<file path="src/rtl/apb_arb_pkg.sv">
// rtl/apb_arb_pkg.sv - shared state encoding and round-robin helper for apb_req_arbiter
package apb_arb_pkg;

   typedef enum logic [1:0] {
      IDLE   = 2'd0,
      SETUP  = 2'd1,
      ACCESS = 2'd2
   } arb_state_e;

   // Largest requester count the helper can search.
   localparam int unsigned RR_MAX = 8;

   // Returns {valid, index}. The search starts one past the last grant and
   // wraps modulo n, so the previous winner is considered last.
   function automatic logic [3:0] rr_pick(input logic [7:0]  req,
                                          input logic [2:0]  last,
                                          input int unsigned n);
      logic [3:0]  res;
      int unsigned idx;
      res = '0;
      for (int unsigned k = 1; k <= RR_MAX; k++) begin
         idx = (32'(last) + k) % n;
         if (k <= n && !res[3] && req[idx[2:0]]) begin
            res = {1'b1, idx[2:0]};
         end
      end
      return res;
   endfunction

endpackage

</file>
<file path="src/rtl/apb_req_arbiter_if.sv">
// rtl/apb_req_arbiter_if.sv - requester-side and peripheral-side APB signals of the arbiter
interface apb_req_arbiter_if #(
   parameter int NB_REQ         = 2,
   parameter int APB_ADDR_WIDTH = 32,
   parameter int APB_DATA_WIDTH = 32
);

   // Requester side: the arbiter acts as an APB slave to each requester.
   logic [NB_REQ-1:0][APB_ADDR_WIDTH-1:0] req_paddr_i;
   logic [NB_REQ-1:0][APB_DATA_WIDTH-1:0] req_pwdata_i;
   logic [NB_REQ-1:0]                     req_pwrite_i;
   logic [NB_REQ-1:0]                     req_psel_i;
   logic [NB_REQ-1:0]                     req_penable_i;
   logic [NB_REQ-1:0][APB_DATA_WIDTH-1:0] req_prdata_o;
   logic [NB_REQ-1:0]                     req_pready_o;
   logic [NB_REQ-1:0]                     req_pslverr_o;

   // Peripheral side: the arbiter acts as the single APB master.
   logic [APB_ADDR_WIDTH-1:0]             m_paddr_o;
   logic [APB_DATA_WIDTH-1:0]             m_pwdata_o;
   logic                                  m_pwrite_o;
   logic                                  m_psel_o;
   logic                                  m_penable_o;
   logic [APB_DATA_WIDTH-1:0]             m_prdata_i;
   logic                                  m_pready_i;
   logic                                  m_pslverr_i;

   // The arbiter's view: it drives the peripheral bus and the requester responses.
   modport master (
      input  req_paddr_i, req_pwdata_i, req_pwrite_i, req_psel_i, req_penable_i,
      output req_prdata_o, req_pready_o, req_pslverr_o,
      output m_paddr_o, m_pwdata_o, m_pwrite_o, m_psel_o, m_penable_o,
      input  m_prdata_i, m_pready_i, m_pslverr_i
   );

   // The environment's view: requesters plus the peripheral bus slave.
   modport slave (
      output req_paddr_i, req_pwdata_i, req_pwrite_i, req_psel_i, req_penable_i,
      input  req_prdata_o, req_pready_o, req_pslverr_o,
      input  m_paddr_o, m_pwdata_o, m_pwrite_o, m_psel_o, m_penable_o,
      output m_prdata_i, m_pready_i, m_pslverr_i
   );

endinterface

</file>
<file path="src/rtl/apb_rr_picker.sv">
// rtl/apb_rr_picker.sv - combinational round-robin winner selection
module apb_rr_picker
   import apb_arb_pkg::*;
#(
   parameter int NB_REQ = 2,
   parameter int IDX_W  = 1
) (
   input  logic [NB_REQ-1:0] req_i,
   input  logic [IDX_W-1:0]  last_i,
   output logic [IDX_W-1:0]  idx_o,
   output logic              valid_o
);

   logic [3:0] pick;

   // Search the request vector starting after the previous winner.
   always_comb begin
      pick = rr_pick(8'(req_i), 3'(last_i), NB_REQ);
   end

   assign valid_o = pick[3];
   assign idx_o   = IDX_W'(pick[2:0]);

endmodule

</file>
<file path="src/rtl/apb_req_arbiter.sv">
// rtl/apb_req_arbiter.sv - round-robin APB requester arbiter; APB_ARB_TIMEOUT_EN enables the ACCESS timeout
module apb_req_arbiter
   import apb_arb_pkg::*;
#(
   parameter int NB_REQ         = 2,
   parameter int APB_ADDR_WIDTH = 32,
   parameter int APB_DATA_WIDTH = 32,
   parameter int TIMEOUT_CYCLES = 256
) (
   input  logic              clk_i,
   input  logic              rst_ni,
   apb_req_arbiter_if.master bus
);

   localparam int IDX_W = (NB_REQ > 1) ? $clog2(NB_REQ) : 1;

   arb_state_e                state_q, state_d;
   logic [IDX_W-1:0]          grant_q;
   logic [IDX_W-1:0]          last_q;
   logic [APB_ADDR_WIDTH-1:0] addr_q;
   logic [APB_DATA_WIDTH-1:0] wdata_q;
   logic                      write_q;

   logic [IDX_W-1:0]          win_idx;
   logic                      win_valid;
   logic                      done;
   logic                      expire;
   logic                      live;

   apb_rr_picker #(
      .NB_REQ (NB_REQ),
      .IDX_W  (IDX_W)
   ) u_picker (
      .req_i   (bus.req_psel_i),
      .last_i  (last_q),
      .idx_o   (win_idx),
      .valid_o (win_valid)
   );

`ifdef APB_ARB_TIMEOUT_EN
   localparam int CNT_W = $clog2(TIMEOUT_CYCLES) + 1;

   logic [CNT_W-1:0] cnt_q;

   // Count ACCESS cycles spent waiting on the peripheral; restart each SETUP.
   always_ff @(posedge clk_i or negedge rst_ni) begin
      if (!rst_ni) begin
         cnt_q <= '0;
      end else if (state_q == SETUP) begin
         cnt_q <= '0;
      end else if (state_q == ACCESS && !bus.m_pready_i) begin
         cnt_q <= cnt_q + 1'b1;
      end
   end

   assign expire = (state_q == ACCESS) && !bus.m_pready_i &&
                   (cnt_q == CNT_W'(TIMEOUT_CYCLES - 1));
`else
   assign expire = 1'b0;

   // TIMEOUT_CYCLES only matters with the timeout built in; keep it referenced.
   if (TIMEOUT_CYCLES < 1) begin : g_unused_timeout
   end
`endif

   // State, grant bookkeeping and the latched transfer of the winner.
   always_ff @(posedge clk_i or negedge rst_ni) begin
      if (!rst_ni) begin
         state_q <= IDLE;
         grant_q <= '0;
         last_q  <= IDX_W'(NB_REQ - 1);
         addr_q  <= '0;
         wdata_q <= '0;
         write_q <= 1'b0;
      end else begin
         state_q <= state_d;
         if (state_q == IDLE && win_valid) begin
            grant_q <= win_idx;
            last_q  <= win_idx;
            addr_q  <= bus.req_paddr_i[win_idx];
            wdata_q <= bus.req_pwdata_i[win_idx];
            write_q <= bus.req_pwrite_i[win_idx];
         end
      end
   end

   // Next state and peripheral-side phase controls.
   always_comb begin
      state_d         = state_q;
      bus.m_psel_o    = 1'b0;
      bus.m_penable_o = 1'b0;
      done            = 1'b0;
      case (state_q)
         IDLE: begin
            if (win_valid) state_d = SETUP;
         end
         SETUP: begin
            bus.m_psel_o = 1'b1;
            state_d      = ACCESS;
         end
         ACCESS: begin
            bus.m_psel_o    = 1'b1;
            bus.m_penable_o = 1'b1;
            if (bus.m_pready_i) begin
               done    = 1'b1;
               state_d = IDLE;
            end else if (expire) begin
               state_d = IDLE;
            end
         end
         default: state_d = IDLE;
      endcase
   end

   assign bus.m_paddr_o  = addr_q;
   assign bus.m_pwdata_o = wdata_q;
   assign bus.m_pwrite_o = write_q;

   // A requester that abandoned its transfer gets no response.
   assign live = bus.req_psel_i[grant_q] & bus.req_penable_i[grant_q];

   // Route the completion (or timeout error) back to the granted requester only.
   always_comb begin
      bus.req_pready_o  = '0;
      bus.req_pslverr_o = '0;
      bus.req_prdata_o  = '0;
      for (int i = 0; i < NB_REQ; i++) begin
         if (grant_q == IDX_W'(i) && live && (done || expire)) begin
            bus.req_pready_o[i]  = 1'b1;
            bus.req_pslverr_o[i] = done ? bus.m_pslverr_i : 1'b1;
            bus.req_prdata_o[i]  = done ? bus.m_prdata_i : '0;
         end
      end
   end

endmodule

</file>
<file path="src/flat_wrapper.sv">
// flat-port wrapper written by rule: the top's interface ports become plain ports
module apb_req_arbiter_flat import apb_arb_pkg::*;
#(
   parameter int NB_REQ         = 2,
   parameter int APB_ADDR_WIDTH = 32,
   parameter int APB_DATA_WIDTH = 32,
   parameter int TIMEOUT_CYCLES = 256
)
  (clk_i, rst_ni, bus_req_paddr_i, bus_req_pwdata_i, bus_req_pwrite_i, bus_req_psel_i, bus_req_penable_i, bus_req_prdata_o, bus_req_pready_o, bus_req_pslverr_o, bus_m_paddr_o, bus_m_pwdata_o, bus_m_pwrite_o, bus_m_psel_o, bus_m_penable_o, bus_m_prdata_i, bus_m_pready_i, bus_m_pslverr_i);
  apb_req_arbiter_if #(.NB_REQ(NB_REQ), .APB_ADDR_WIDTH(APB_ADDR_WIDTH), .APB_DATA_WIDTH(APB_DATA_WIDTH)) bus_i ();
  input  logic clk_i;
  input  logic rst_ni;
  input wire logic [$bits(bus_i.req_paddr_i)-1:0] bus_req_paddr_i;
  input wire logic [$bits(bus_i.req_pwdata_i)-1:0] bus_req_pwdata_i;
  input wire logic [$bits(bus_i.req_pwrite_i)-1:0] bus_req_pwrite_i;
  input wire logic [$bits(bus_i.req_psel_i)-1:0] bus_req_psel_i;
  input wire logic [$bits(bus_i.req_penable_i)-1:0] bus_req_penable_i;
  output wire logic [$bits(bus_i.req_prdata_o)-1:0] bus_req_prdata_o;
  output wire logic [$bits(bus_i.req_pready_o)-1:0] bus_req_pready_o;
  output wire logic [$bits(bus_i.req_pslverr_o)-1:0] bus_req_pslverr_o;
  output wire logic [$bits(bus_i.m_paddr_o)-1:0] bus_m_paddr_o;
  output wire logic [$bits(bus_i.m_pwdata_o)-1:0] bus_m_pwdata_o;
  output wire logic [$bits(bus_i.m_pwrite_o)-1:0] bus_m_pwrite_o;
  output wire logic [$bits(bus_i.m_psel_o)-1:0] bus_m_psel_o;
  output wire logic [$bits(bus_i.m_penable_o)-1:0] bus_m_penable_o;
  input wire logic [$bits(bus_i.m_prdata_i)-1:0] bus_m_prdata_i;
  input wire logic [$bits(bus_i.m_pready_i)-1:0] bus_m_pready_i;
  input wire logic [$bits(bus_i.m_pslverr_i)-1:0] bus_m_pslverr_i;
  assign bus_i.req_paddr_i = bus_req_paddr_i;
  assign bus_i.req_pwdata_i = bus_req_pwdata_i;
  assign bus_i.req_pwrite_i = bus_req_pwrite_i;
  assign bus_i.req_psel_i = bus_req_psel_i;
  assign bus_i.req_penable_i = bus_req_penable_i;
  assign bus_req_prdata_o = bus_i.req_prdata_o;
  assign bus_req_pready_o = bus_i.req_pready_o;
  assign bus_req_pslverr_o = bus_i.req_pslverr_o;
  assign bus_m_paddr_o = bus_i.m_paddr_o;
  assign bus_m_pwdata_o = bus_i.m_pwdata_o;
  assign bus_m_pwrite_o = bus_i.m_pwrite_o;
  assign bus_m_psel_o = bus_i.m_psel_o;
  assign bus_m_penable_o = bus_i.m_penable_o;
  assign bus_i.m_prdata_i = bus_m_prdata_i;
  assign bus_i.m_pready_i = bus_m_pready_i;
  assign bus_i.m_pslverr_i = bus_m_pslverr_i;
  apb_req_arbiter #(.NB_REQ(NB_REQ), .APB_ADDR_WIDTH(APB_ADDR_WIDTH), .APB_DATA_WIDTH(APB_DATA_WIDTH), .TIMEOUT_CYCLES(TIMEOUT_CYCLES)) u_core (.clk_i(clk_i), .rst_ni(rst_ni), .bus(bus_i));
endmodule
</file>
<file path="config.mk">
export PLATFORM = sky130hd
export DESIGN_NAME = apb_req_arbiter_flat
export DESIGN_NICKNAME = d
export VERILOG_FILES = /design/src/rtl/apb_arb_pkg.sv /design/src/rtl/apb_req_arbiter_if.sv /design/src/rtl/apb_rr_picker.sv /design/src/rtl/apb_req_arbiter.sv /design/src/flat_wrapper.sv
export SDC_FILE = /design/constraint.sdc
export NUM_CORES = 1
export LEC_CHECK = 0
export ABC_AREA = 1
export BUFFER_PORTS_ARGS = -buffer_cell sky130_fd_sc_hd__buf_2
export CORE_AREA = 8 8 113 115
export DETAILED_ROUTE_END_ITERATION = 6
export DIE_AREA = 0 0 121 123
export PLACE_DENSITY = 0.81
export SLEW_MARGIN = 20
export SYNTH_ARGS = -nofsm -noshare
export SYNTH_HDL_FRONTEND = slang
export SYNTH_HIERARCHICAL = 1
export SYNTH_SLANG_ARGS = --single-unit
</file>
<file path="constraint.sdc">
create_clock -name clk_i -period 1.6 [get_ports clk_i]
set_input_delay 0.08 -clock clk_i [delete_from_list [all_inputs] [get_ports clk_i]]
set_output_delay 0.08 -clock clk_i [all_outputs]
set_load 0.03 [all_outputs]
</file>
==> impl_metrics.xml, run 1 <==
<?xml version="1.0" encoding="UTF-8"?>
<metrics>
  <group name="pwr">
    <metric name="irDropWorstVdd" unit="mV">0.956</metric>
    <metric name="power.density" unit="nW/um^2">1540</metric>
    <metric name="static-leakage-power" unit="nW">4.69</metric>
    <metric name="seq_power_share" unit="%">25.3</metric>
    <metric name="total_power" unit="mW">12.1</metric>
    <metric name="power.share.switching" unit="%">47.6</metric>
    <metric name="internal-power" unit="mW">6.33</metric>
    <metric name="net_sw_power" unit="mW">5.75</metric>
    <metric name="power_share_of_the_combinational_group" unit="%">57.7</metric>
    <metric name="share_clk_of_total_power" unit="%">17.0</metric>
  </group>
  <group name="routing">
    <metric name="detail_route.drc_violations" unit="">0</metric>
    <metric name="first_iter_violations" unit="">322</metric>
    <metric name="vias" unit="">5254</metric>
    <metric name="antenna_left" unit="">0</metric>
    <metric name="drt-wirelength-per-cell" unit="um">17.3</metric>
    <metric name="first_pass_iters" unit="">5</metric>
    <metric name="vias_per_cell" unit="">4.77</metric>
    <metric name="drt-total-wl" unit="um">19100</metric>
  </group>
  <group name="sta">
    <metric name="report.final.hold_viol_count" unit="">0</metric>
    <metric name="max_slew_margin" unit="%">75.6</metric>
    <metric name="grt_setup_unrepaired" unit="">yes</metric>
    <metric name="timing.final.setup_violations" unit="">68</metric>
    <metric name="period_needed" unit="ns">1.79</metric>
    <metric name="period_share" unit="%">112</metric>
    <metric name="tightest_slew" unit="ns">0.366</metric>
    <metric name="finalMaxSlewViolations" unit="">0</metric>
    <metric name="hold_slack" unit="ns">0.0348</metric>
    <metric name="post-route-worst-setup-slack" unit="ns">-0.194</metric>
    <metric name="clock.fmax" unit="MHz">557</metric>
    <metric name="skew" unit="ns">0.00586</metric>
  </group>
  <group name="global_route">
    <metric name="grt_start_max_net_pins" unit="">70</metric>
    <metric name="tot_gr_track_use" unit="%">22.6</metric>
    <metric name="gr-total-overflow" unit="">0</metric>
    <metric name="via_count_of_the_first_global_routing_pass" unit="">5176</metric>
    <metric name="grt_antenna_before_repair" unit="">1</metric>
    <metric name="grt_pass1_wl" unit="um">26600</metric>
  </group>
  <group name="critical_path">
    <metric name="rr_endpoint" unit="">u_core/bus.m_paddr_o[9]</metric>
    <metric name="crit_fanout" unit="">5</metric>
    <metric name="worst-r2r-cell-count" unit="">10</metric>
    <metric name="critPathLaunchType" unit="">flop</metric>
    <metric name="r2r-start" unit="">u_core/state_q[0]</metric>
    <metric name="cp_data_required_time" unit="ns">1.52</metric>
    <metric name="worst_ep_arrival_time" unit="ns">1.71</metric>
    <metric name="critPathCaptureType" unit="">primary output</metric>
    <metric name="r2r_slack" unit="ns">0.02</metric>
    <metric name="worstSetupPathType" unit="">reg2out</metric>
  </group>
  <group name="min_path">
    <metric name="kind_of_path_behind_the_tightest_hold_check" unit="">in2reg</metric>
    <metric name="min_delay_worst_endpoint" unit="">u_core/bus.m_pwdata_o[17]</metric>
    <metric name="min_delay_path_depth" unit="">5</metric>
    <metric name="worstHoldStart" unit="">bus_req_pwdata_i[17]</metric>
  </group>
  <group name="floorplanning">
    <metric name="die_h" unit="um">123</metric>
    <metric name="boundaryPins" unit="">305</metric>
    <metric name="floorplan.initialDensity" unit="%">37.5</metric>
    <metric name="row_count" unit="">39</metric>
    <metric name="die_w" unit="um">121</metric>
    <metric name="floorplan.die_area" unit="um^2">14900</metric>
    <metric name="std_cell_core_area" unit="um^2">11100</metric>
  </group>
  <group name="synthesis">
    <metric name="post_synthesis_cell_area" unit="um^2">4150</metric>
    <metric name="ys_ff_latch" unit="">69</metric>
    <metric name="ys_seq_area_share" unit="%">41.6</metric>
    <metric name="yosysWarningCount" unit="">6</metric>
    <metric name="synthDistinctLibCells" unit="">19</metric>
    <metric name="syn-mean-instance-area" unit="um^2">6.57</metric>
    <metric name="netlist_instances" unit="">632</metric>
    <metric name="synth_fp_nets" unit="">806</metric>
  </group>
  <group name="layout">
    <metric name="drive_above_1_share" unit="%">46.2</metric>
    <metric name="syn2layout_area_growth" unit="%">89.4</metric>
    <metric name="postLayoutCellArea" unit="um^2">7860</metric>
    <metric name="final_net_count" unit="">1126</metric>
    <metric name="layout_commonest_cell" unit="">nand2_1</metric>
    <metric name="final_cell_mix" unit="">nand2_1 (400), buf_2 (236), buf_6 (69), dfrtp_1 (68), nor3_4 (65)</metric>
    <metric name="n_fill_cell" unit="">866</metric>
    <metric name="fin_cells" unit="">1101</metric>
  </group>
  <group name="place">
    <metric name="place.port_buffers" unit="">304</metric>
    <metric name="dp_cells" unit="">1057</metric>
    <metric name="gp_congestion" unit="">0.816</metric>
    <metric name="placed_area" unit="um^2">6540</metric>
    <metric name="detailedPlace.worstSlack" unit="ns">0.138</metric>
    <metric name="dp.final_hpwl" unit="um">12600</metric>
  </group>
  <group name="clocking">
    <metric name="clock_tree.htree_level_count" unit="">3</metric>
    <metric name="cts_made_buffers" unit="">9</metric>
    <metric name="path_clk_slew" unit="ns">0.06</metric>
    <metric name="tritoncts" unit="">built</metric>
    <metric name="cts_num_sinks" unit="">69</metric>
    <metric name="clk_latency" unit="ns">0.32</metric>
    <metric name="clock_tree.root_cell" unit="">clkbuf_16</metric>
    <metric name="cts.path.max_buffers" unit="">2</metric>
  </group>
  <group name="outcome">
    <metric name="failed_checks" unit="">setup timing</metric>
    <metric name="status" unit="">finished, violations left</metric>
  </group>
  <group name="job">
    <metric name="max-cap-violations" unit="">0</metric>
  </group>
</metrics>
-- critical path, stage by stage (launching register included) --
cell and delay, ns:
dfrtp_1 0.40, inv_2 0.09, ha_4 0.19, nand2_4 0.13, buf_16 0.18, nor3_4 0.23
buf_6 0.16
-- per-stage QoR --
step | TNS, ns | util (%)
global placement | 0 | 59.0
finish | -7.66 | 71.0
CTS | -4.57 | 67.7
detailed placement | 0 | 59.0
global route | -10.55 | 71.0
floorplan | 0 | -
-- state kept, by name (all words and copies together) (netlist names) --
| signal | flops |
|---|---|
| u_core/bus.m_pwdata_o | 32 |
| u_core/bus.m_pwrite_o | 1 |
| u_core/grant_q | 1 |
| u_core/bus.m_paddr_o | 32 |
| u_core/last_q | 1 |
| u_core/state_q | 2 |
-- cell type report --
class                      instances  area, um^2  share of cell area [%]
antenna                            1        2.50                  0.0318
clock buffer                      12         236                    3.01
sequential                        69        1730                    22.0
clock inverter                     4        72.6                   0.923
multi-input combinational        482        2780                    35.4
inverter                          41         166                    2.12
tap                              143         179                    2.28
timing repair buffer             349        2700                    34.3
-- kinds of logic after synthesis --
kind of cell	after synthesis	synth area share [%]
simple gates	475	47.5
buf+inv	82	9.38
flops	69	41.6
fa+ha+maj	4	1.21
compound gates	2	0.241
-- worst max path at each step --
stage,start,slack [ns],endpoint,depth (start not counted)
after floorplan,u_core/state_q[0],0.03,bus_req_prdata_o[13],6
after global placement,u_core/state_q[1],0.14,u_core/grant_q,7
after detailed placement,u_core/state_q[1],0.14,u_core/grant_q,7
after CTS,u_core/state_q[0],-0.10,bus_req_prdata_o[54],6
after global routing,u_core/state_q[0],-0.25,bus_req_prdata_o[13],6
final,u_core/state_q[0],-0.19,bus_req_prdata_o[13],6
-- metal layers --
metal	share of wire (%)	global-route usage, %	vias up
li1	-	-	2555
met1	36	24.2	2421
met2	53	41.4	243
met3	8.9	6.94	35
met4	2.7	7.73	0
met5	0	0	-
-- power groups by stage --
stage | combinational, mW | clock (mW) | sequential, mW
after floorplan | 2.59 | 0 | 4.55
after global placement | 5.92 | 0 | 3.04
after detailed placement | 6.04 | 0 | 3.04
after CTS | 6.40 | 2.10 | 3.05
after global routing | 7.49 | 2.17 | 3.14
final | 6.97 | 2.05 | 3.06
-- cell usage after synthesis --
| cell type | instances | area (um^2) |
|---|---|---|
| nand3_1 | 2 | 10.0 |
| nor3_2 | 18 | 180 |
| nand2_1 | 402 | 1510 |
| inv_1 | 38 | 143 |
| nand3_2 | 2 | 20.0 |
| nor3_1 | 48 | 240 |
| buf_1 | 2 | 7.51 |
| buf_6 | 2 | 22.5 |
| or2_1 | 1 | 6.26 |
| ha_1 | 4 | 50.1 |
| o21ai_1 | 1 | 5.00 |
| buf_2 | 17 | 85.1 |
| dfstp_2 | 1 | 26.3 |
| clkbuf_1 | 8 | 30.0 |
| a21oi_1 | 1 | 5.00 |
| inv_2 | 3 | 11.3 |
| dfrtp_1 | 68 | 1700 |
| buf_4 | 12 | 90.1 |
| nor2_1 | 2 | 7.51 |
-- repair_timing --
| action | CTS | global route |
|---|---|---|
| hold buffers | 1 | 0 |
| setup endpoints to repair | 68 | 136 |
| pin swaps | 7 | 42 |
| endpoints found under the hold margin | 68 | 0 |
| resized for setup | 136 | 37 |
| setup buffers | 6 | 8 |
| gates cloned | 7 | 6 |
No activity file was read; power rests on OpenSTA's default activity.
==> run 2: changes to the inputs <==
GPL_TIMING_DRIVEN = 0   (was unset)
PLACE_DENSITY = 0.76   (was 0.81)
==> impl_metrics.xml, run 2 (same netlist as run 1, synthesis figures left out) <==
<?xml version="1.0" encoding="UTF-8"?>
<metrics>
  <group name="outcome">
    <metric name="status" unit="">finished, violations left</metric>
    <metric name="failed_checks" unit="">DRC, setup timing</metric>
  </group>
  <group name="routing">
    <metric name="drt-total-wl" unit="um">18300</metric>
    <metric name="first_iter_violations" unit="">217</metric>
    <metric name="antenna_left" unit="">0</metric>
    <metric name="vias_per_cell" unit="">4.66</metric>
    <metric name="vias" unit="">5185</metric>
    <metric name="detail_route.drc_violations" unit="">1</metric>
    <metric name="first_pass_iters" unit="">7</metric>
    <metric name="drt-wirelength-per-cell" unit="um">16.4</metric>
  </group>
  <group name="floorplanning">
    <metric name="floorplan.initialDensity" unit="%">37.5</metric>
    <metric name="row_count" unit="">39</metric>
    <metric name="boundaryPins" unit="">305</metric>
    <metric name="floorplan.die_area" unit="um^2">14900</metric>
    <metric name="std_cell_core_area" unit="um^2">11100</metric>
    <metric name="die_w" unit="um">121</metric>
    <metric name="die_h" unit="um">123</metric>
  </group>
  <group name="layout">
    <metric name="drive_above_1_share" unit="%">47.2</metric>
    <metric name="layout_commonest_cell" unit="">nand2_1</metric>
    <metric name="syn2layout_area_growth" unit="%">81.7</metric>
    <metric name="final_core_util" unit="%">68.1</metric>
    <metric name="final_cell_mix" unit="">nand2_1 (400), buf_2 (244), dfrtp_1 (68), nor3_4 (65), buf_4 (50)</metric>
    <metric name="n_fill_cell" unit="">938</metric>
    <metric name="final_net_count" unit="">1139</metric>
    <metric name="count_of_inserted_antenna_diode_cells" unit="">0</metric>
  </group>
  <group name="clocking">
    <metric name="tritoncts" unit="">built</metric>
    <metric name="clk_latency" unit="ns">0.33</metric>
    <metric name="cts.path.max_buffers" unit="">2</metric>
    <metric name="cts_made_buffers" unit="">9</metric>
    <metric name="cts_num_sinks" unit="">69</metric>
    <metric name="path_clk_slew" unit="ns">0.06</metric>
    <metric name="clock_tree.htree_level_count" unit="">3</metric>
    <metric name="clock_tree.root_cell" unit="">clkbuf_16</metric>
  </group>
  <group name="place">
    <metric name="detailedPlace.worstSlack" unit="ns">-0.240</metric>
    <metric name="gp_congestion" unit="">0.868</metric>
    <metric name="place.port_buffers" unit="">304</metric>
    <metric name="dp.final_hpwl" unit="um">13600</metric>
  </group>
  <group name="sta">
    <metric name="report.final.hold_viol_count" unit="">0</metric>
    <metric name="skew" unit="ns">0.00626</metric>
    <metric name="period_share" unit="%">110</metric>
    <metric name="period_needed" unit="ns">1.77</metric>
    <metric name="max_slew_margin" unit="%">75.3</metric>
    <metric name="tightest_slew" unit="ns">0.370</metric>
    <metric name="timing.final.setup_violations" unit="">68</metric>
    <metric name="finalMaxSlewViolations" unit="">0</metric>
    <metric name="post-route-worst-setup-slack" unit="ns">-0.166</metric>
    <metric name="clock.fmax" unit="MHz">566</metric>
    <metric name="grt_setup_unrepaired" unit="">yes</metric>
  </group>
  <group name="job">
    <metric name="max-cap-violations" unit="">0</metric>
  </group>
  <group name="pwr">
    <metric name="total_power" unit="mW">11.4</metric>
    <metric name="static-leakage-power" unit="nW">4.61</metric>
    <metric name="irDropWorstVdd" unit="mV">1.10</metric>
    <metric name="power.density" unit="nW/um^2">1510</metric>
  </group>
  <group name="critical_path">
    <metric name="critPathCaptureType" unit="">primary output</metric>
    <metric name="cp_data_required_time" unit="ns">1.52</metric>
    <metric name="r2r_slack" unit="ns">0.09</metric>
    <metric name="worstSetupPathType" unit="">reg2out</metric>
    <metric name="crit_fanout" unit="">6</metric>
    <metric name="critPathLaunchType" unit="">flop</metric>
    <metric name="worst_ep_arrival_time" unit="ns">1.69</metric>
  </group>
  <group name="global_route">
    <metric name="gr-total-overflow" unit="">0</metric>
    <metric name="grt_antenna_before_repair" unit="">0</metric>
    <metric name="grt_start_max_net_pins" unit="">44</metric>
    <metric name="via_count_of_the_first_global_routing_pass" unit="">5147</metric>
    <metric name="grt_pass1_wl" unit="um">26300</metric>
    <metric name="tot_gr_track_use" unit="%">22.4</metric>
  </group>
  <group name="min_path">
    <metric name="kind_of_path_behind_the_tightest_hold_check" unit="">in2reg</metric>
  </group>
</metrics>
==> run 2: through the flow <==
| stage | std cells | area (um^2) | TNS [ns] | hold WS [ns] |
|---|---|---|---|---|
| after global routing | 1113 | 7540 | -11.28 | 0.0333 |
| after detailed placement | 1080 | 6510 | -5.41 | 0.0267 |
| after global placement | 1079 | 6480 | -4.11 | 0.361 |
| after CTS | 1107 | 7250 | -6.49 | 0.0162 |
| after floorplan | 632 | 4780 | 0 | -0.216 |
| final | 1113 | 7540 | -6.38 | 0.0267 |
==> run 2: worst paths after layout <==
kind	startpoint	to	cells after the start
min in group asynchronous	rst_ni	u_core/bus.m_paddr_o[25]	2
min reg2reg	u_core/bus.m_pwdata_o[16]	u_core/bus.m_pwdata_o[16]	2
max reg2reg	u_core/state_q[1]	u_core/bus.m_pwdata_o[1]	8
max in group asynchronous	rst_ni	u_core/last_q	3
max	u_core/state_q[0]	bus_req_prdata_o[21]	7
min	bus_req_paddr_i[23]	u_core/bus.m_paddr_o[23]	5
==> run 2: layout make-up <==
class | count | area, um^2 | share of cell area (%)
tap | 143 | 179 | 2.37
multi-input combinational | 481 | 2750 | 36.4
clock buffer | 12 | 256 | 3.40
clock inverter | 4 | 22.5 | 0.299
sequential | 69 | 1730 | 22.9
buffer | 41 | 393 | 5.21
timing repair buffer | 322 | 2060 | 27.3
inverter | 41 | 154 | 2.04
==> run 2: critical path, stage by stage (launching register included) <==
cell	delay (ns)
dfrtp_1	0.39
inv_2	0.08
ha_4	0.16
nand2_8	0.08
buf_12	0.15
clkbuf_16	0.17
nor3_4	0.17
buf_6	0.16
==> run 2: report_power, final <==
group / total (mW) / leakage [nW] / switching (mW) / internal, mW
Sequential: 3.04 / 0.858 / 0.455 / 2.59
Combinational: 6.54 / 3.61 / 4.47 / 2.07
Clock: 1.84 / 0.138 / 0.715 / 1.12
Total: 11.4 / 4.61 / 5.64 / 5.78
==> run 2: timing repair <==
action | in CTS | in global routing
setup buffers | 10 | 3
hold buffers | 1 | 0
pin swaps | 8 | 24
setup endpoints to repair | 68 | 124
hold endpoints to repair | 26 | 0
gates resized for setup | 124 | 50
cloned | 0 | 3
==> run 2: per-layer routing <==
metal	vias to the layer above	track usage, %	wire length [um]
li1	2581	-	-
met1	2333	23.3	6680
met2	240	41.0	9520
met3	31	7.90	1650
met4	0	8.35	418
met5	-	0	0
==> run 3: changes to the inputs <==
CTS_CLUSTER_DIAMETER = 50   (was unset)
PLACE_DENSITY = unset   (was 0.76)
PLACE_DENSITY_LB_ADDON = 0.3   (was unset)
==> impl_metrics.xml, run 3 (same netlist as run 1, synthesis figures left out) <==
<?xml version="1.0" encoding="UTF-8"?>
<metrics>
  <group name="outcome">
    <metric name="status" unit="">finished, violations left</metric>
    <metric name="failed_checks" unit="">setup timing</metric>
  </group>
  <group name="sta">
    <metric name="hold_slack" unit="ns">0.0334</metric>
    <metric name="period_share" unit="%">110</metric>
    <metric name="timing.final.setup_violations" unit="">68</metric>
    <metric name="finalSetupTns" unit="ns">-6.78</metric>
    <metric name="skew" unit="ns">0.0107</metric>
    <metric name="finalMaxSlewViolations" unit="">0</metric>
    <metric name="grt_setup_unrepaired" unit="">yes</metric>
    <metric name="report.final.hold_viol_count" unit="">0</metric>
    <metric name="period_needed" unit="ns">1.76</metric>
    <metric name="post-route-worst-setup-slack" unit="ns">-0.156</metric>
    <metric name="max_slew_margin" unit="%">71.2</metric>
    <metric name="tightest_slew" unit="ns">0.432</metric>
    <metric name="clock.fmax" unit="MHz">569</metric>
  </group>
  <group name="critical_path">
    <metric name="r2r-start" unit="">u_core/state_q[0]</metric>
    <metric name="critPathCaptureType" unit="">primary output</metric>
    <metric name="cp_data_required_time" unit="ns">1.52</metric>
    <metric name="path_delay_family" unit="">buffers and inverters</metric>
    <metric name="slowest_delay" unit="ns">0.40</metric>
    <metric name="critPathLaunchType" unit="">flop</metric>
    <metric name="timing.critical_path.mode_cell" unit="">buf_12</metric>
    <metric name="crit_fanout" unit="">7</metric>
    <metric name="crit_chain" unit="">inv_2 -&gt; ha_4 -&gt; nand2_8 -&gt; buf_12 -&gt; buf_12 -&gt; nor3_4 -&gt; buf_6</metric>
    <metric name="rr_endpoint" unit="">u_core/bus.m_pwdata_o[20]</metric>
    <metric name="worst-r2r-cell-count" unit="">9</metric>
    <metric name="worstSetupPathType" unit="">reg2out</metric>
    <metric name="worst_ep_arrival_time" unit="ns">1.68</metric>
    <metric name="count_of_buffer_and_inverter_cells_on_the_critical_path" unit="">4</metric>
    <metric name="r2r_slack" unit="ns">0.10</metric>
    <metric name="worst_path_max_delay_cell" unit="">dfrtp_1</metric>
  </group>
  <group name="place">
    <metric name="dp.final_hpwl" unit="um">13300</metric>
    <metric name="gp_congestion" unit="">0.865</metric>
    <metric name="place.port_buffers" unit="">304</metric>
  </group>
  <group name="layout">
    <metric name="count_of_inserted_antenna_diode_cells" unit="">0</metric>
    <metric name="layout_commonest_cell" unit="">nand2_1</metric>
    <metric name="final_net_count" unit="">1131</metric>
    <metric name="syn2layout_area_growth" unit="%">81.8</metric>
    <metric name="final_cell_mix" unit="">nand2_1 (400), buf_2 (244), dfrtp_1 (68), nor3_4 (66), buf_6 (59)</metric>
    <metric name="drive_above_1_share" unit="%">46.7</metric>
  </group>
  <group name="routing">
    <metric name="first_pass_iters" unit="">4</metric>
    <metric name="first_iter_violations" unit="">279</metric>
    <metric name="drt-wirelength-per-cell" unit="um">16.5</metric>
    <metric name="vias" unit="">5175</metric>
    <metric name="vias_per_cell" unit="">4.68</metric>
    <metric name="drt-total-wl" unit="um">18200</metric>
    <metric name="detail_route.drc_violations" unit="">0</metric>
    <metric name="antenna_left" unit="">0</metric>
  </group>
  <group name="global_route">
    <metric name="via_count_of_the_first_global_routing_pass" unit="">5319</metric>
    <metric name="tot_gr_track_use" unit="%">22.9</metric>
    <metric name="grt_antenna_before_repair" unit="">0</metric>
    <metric name="grt_pass1_wl" unit="um">27200</metric>
    <metric name="gr-total-overflow" unit="">0</metric>
    <metric name="grt_start_max_net_pins" unit="">39</metric>
  </group>
  <group name="pwr">
    <metric name="static-leakage-power" unit="nW">4.60</metric>
    <metric name="power.density" unit="nW/um^2">1530</metric>
    <metric name="irDropWorstVdd" unit="mV">1.10</metric>
  </group>
  <group name="min_path">
    <metric name="min_delay_path_depth" unit="">5</metric>
    <metric name="worstHoldStart" unit="">bus_req_pwdata_i[5]</metric>
    <metric name="min_delay_worst_endpoint" unit="">u_core/bus.m_pwdata_o[5]</metric>
    <metric name="kind_of_path_behind_the_tightest_hold_check" unit="">in2reg</metric>
  </group>
  <group name="clocking">
    <metric name="clock_tree.htree_level_count" unit="">3</metric>
    <metric name="tritoncts" unit="">built</metric>
    <metric name="clk_latency" unit="ns">0.32</metric>
    <metric name="cts.path.max_buffers" unit="">2</metric>
    <metric name="cts_made_buffers" unit="">9</metric>
    <metric name="cts_num_sinks" unit="">69</metric>
    <metric name="path_clk_slew" unit="ns">0.06</metric>
    <metric name="clock_tree.root_cell" unit="">clkbuf_16</metric>
  </group>
  <group name="job">
    <metric name="max-cap-violations" unit="">0</metric>
  </group>
  <group name="floorplanning">
    <metric name="die_w" unit="um">121</metric>
    <metric name="floorplan.initialDensity" unit="%">37.5</metric>
    <metric name="std_cell_core_area" unit="um^2">11100</metric>
    <metric name="die_h" unit="um">123</metric>
    <metric name="row_count" unit="">39</metric>
    <metric name="floorplan.die_area" unit="um^2">14900</metric>
    <metric name="boundaryPins" unit="">305</metric>
  </group>
</metrics>
==> run 3: cell types whose count changed in the layout (fill, tap and decap cells not counted), moves of 2 or more <==
cell,previous run,this run
buf_4,50,33
buf_6,49,59
clkbuf_4,1,3
bufinv_16,0,2
clkbuf_8,7,5
buf_8,2,0
clkbuf_16,12,10
==> run 3: worst min-delay path: stages <==
cell and delay [ns]:
buf_2 0.07, nand2_1 0.04, nand2_1 0.05, nand2_1 0.04, nand2_1 0.04
==> run 3: cell type report <==
type,count,area [um^2]
Fill cell,949,3530
Inverter,41,154
Timing Repair Buffer,314,2030
Clock buffer,10,229
Clock inverter,6,86.3
Multi-Input combinational cell,481,2750
Buffer,41,384
Sequential cell,69,1730
Tap cell,143,179
==> run 3: repair_timing <==
action | in CTS | in global routing
pin swaps | 16 | 12
endpoints found under the setup margin | 70 | 128
cloned | 2 | 1
endpoints found under the hold margin | 31 | 0
setup buffers | 5 | 0
hold buffers | 1 | 0
resized for setup | 129 | 49
==> run 3: worst max-delay path by stage <==
stage / to / start / slack, ns / depth (start not counted)
6_report: bus_req_prdata_o[23] / u_core/state_q[0] / -0.16 / 7
5_1_grt: bus_req_prdata_o[23] / u_core/state_q[0] / -0.24 / 7
4_1_cts: bus_req_prdata_o[29] / u_core/state_q[0] / -0.16 / 7
3_5_place_dp: bus_req_prdata_o[51] / u_core/grant_q / -0.21 / 4
3_3_place_gp: bus_req_prdata_o[51] / u_core/grant_q / -0.19 / 4
2_1_floorplan: bus_req_prdata_o[13] / u_core/state_q[0] / 0.03 / 6
==> run 3: metal layers <==
metal / GRT usage (%) / vias to the layer above / share of wire (%)
li1: - / 2574 / -
met1: 25.0 / 2351 / 37
met2: 41.9 / 226 / 52
met3: 6.44 / 24 / 8.6
met4: 7.88 / 0 / 2.0
met5: 0 / - / 0
==> run 3: stage by stage <==
stage	util [%]	worst slack [ns]	std cells	area, um^2	power [mW]
floorplan	-	0.0318	632	4780	7.14
global placement	58.5	-0.195	1079	6480	8.96
detailed placement	58.7	-0.208	1080	6510	9.05
CTS	66.2	-0.158	1104	7330	11.5
global route	68.1	-0.237	1105	7540	12.4
finish	68.1	-0.156	1105	7540	11.6
==> run 3: power by group <==
group	leakage (nW)	total (mW)	switching, mW	internal [mW]
logic	3.59	6.45	4.45	2.00
clock network	0.153	2.09	0.729	1.36
registers	0.858	3.03	0.445	2.59
total	4.60	11.6	5.62	5.95
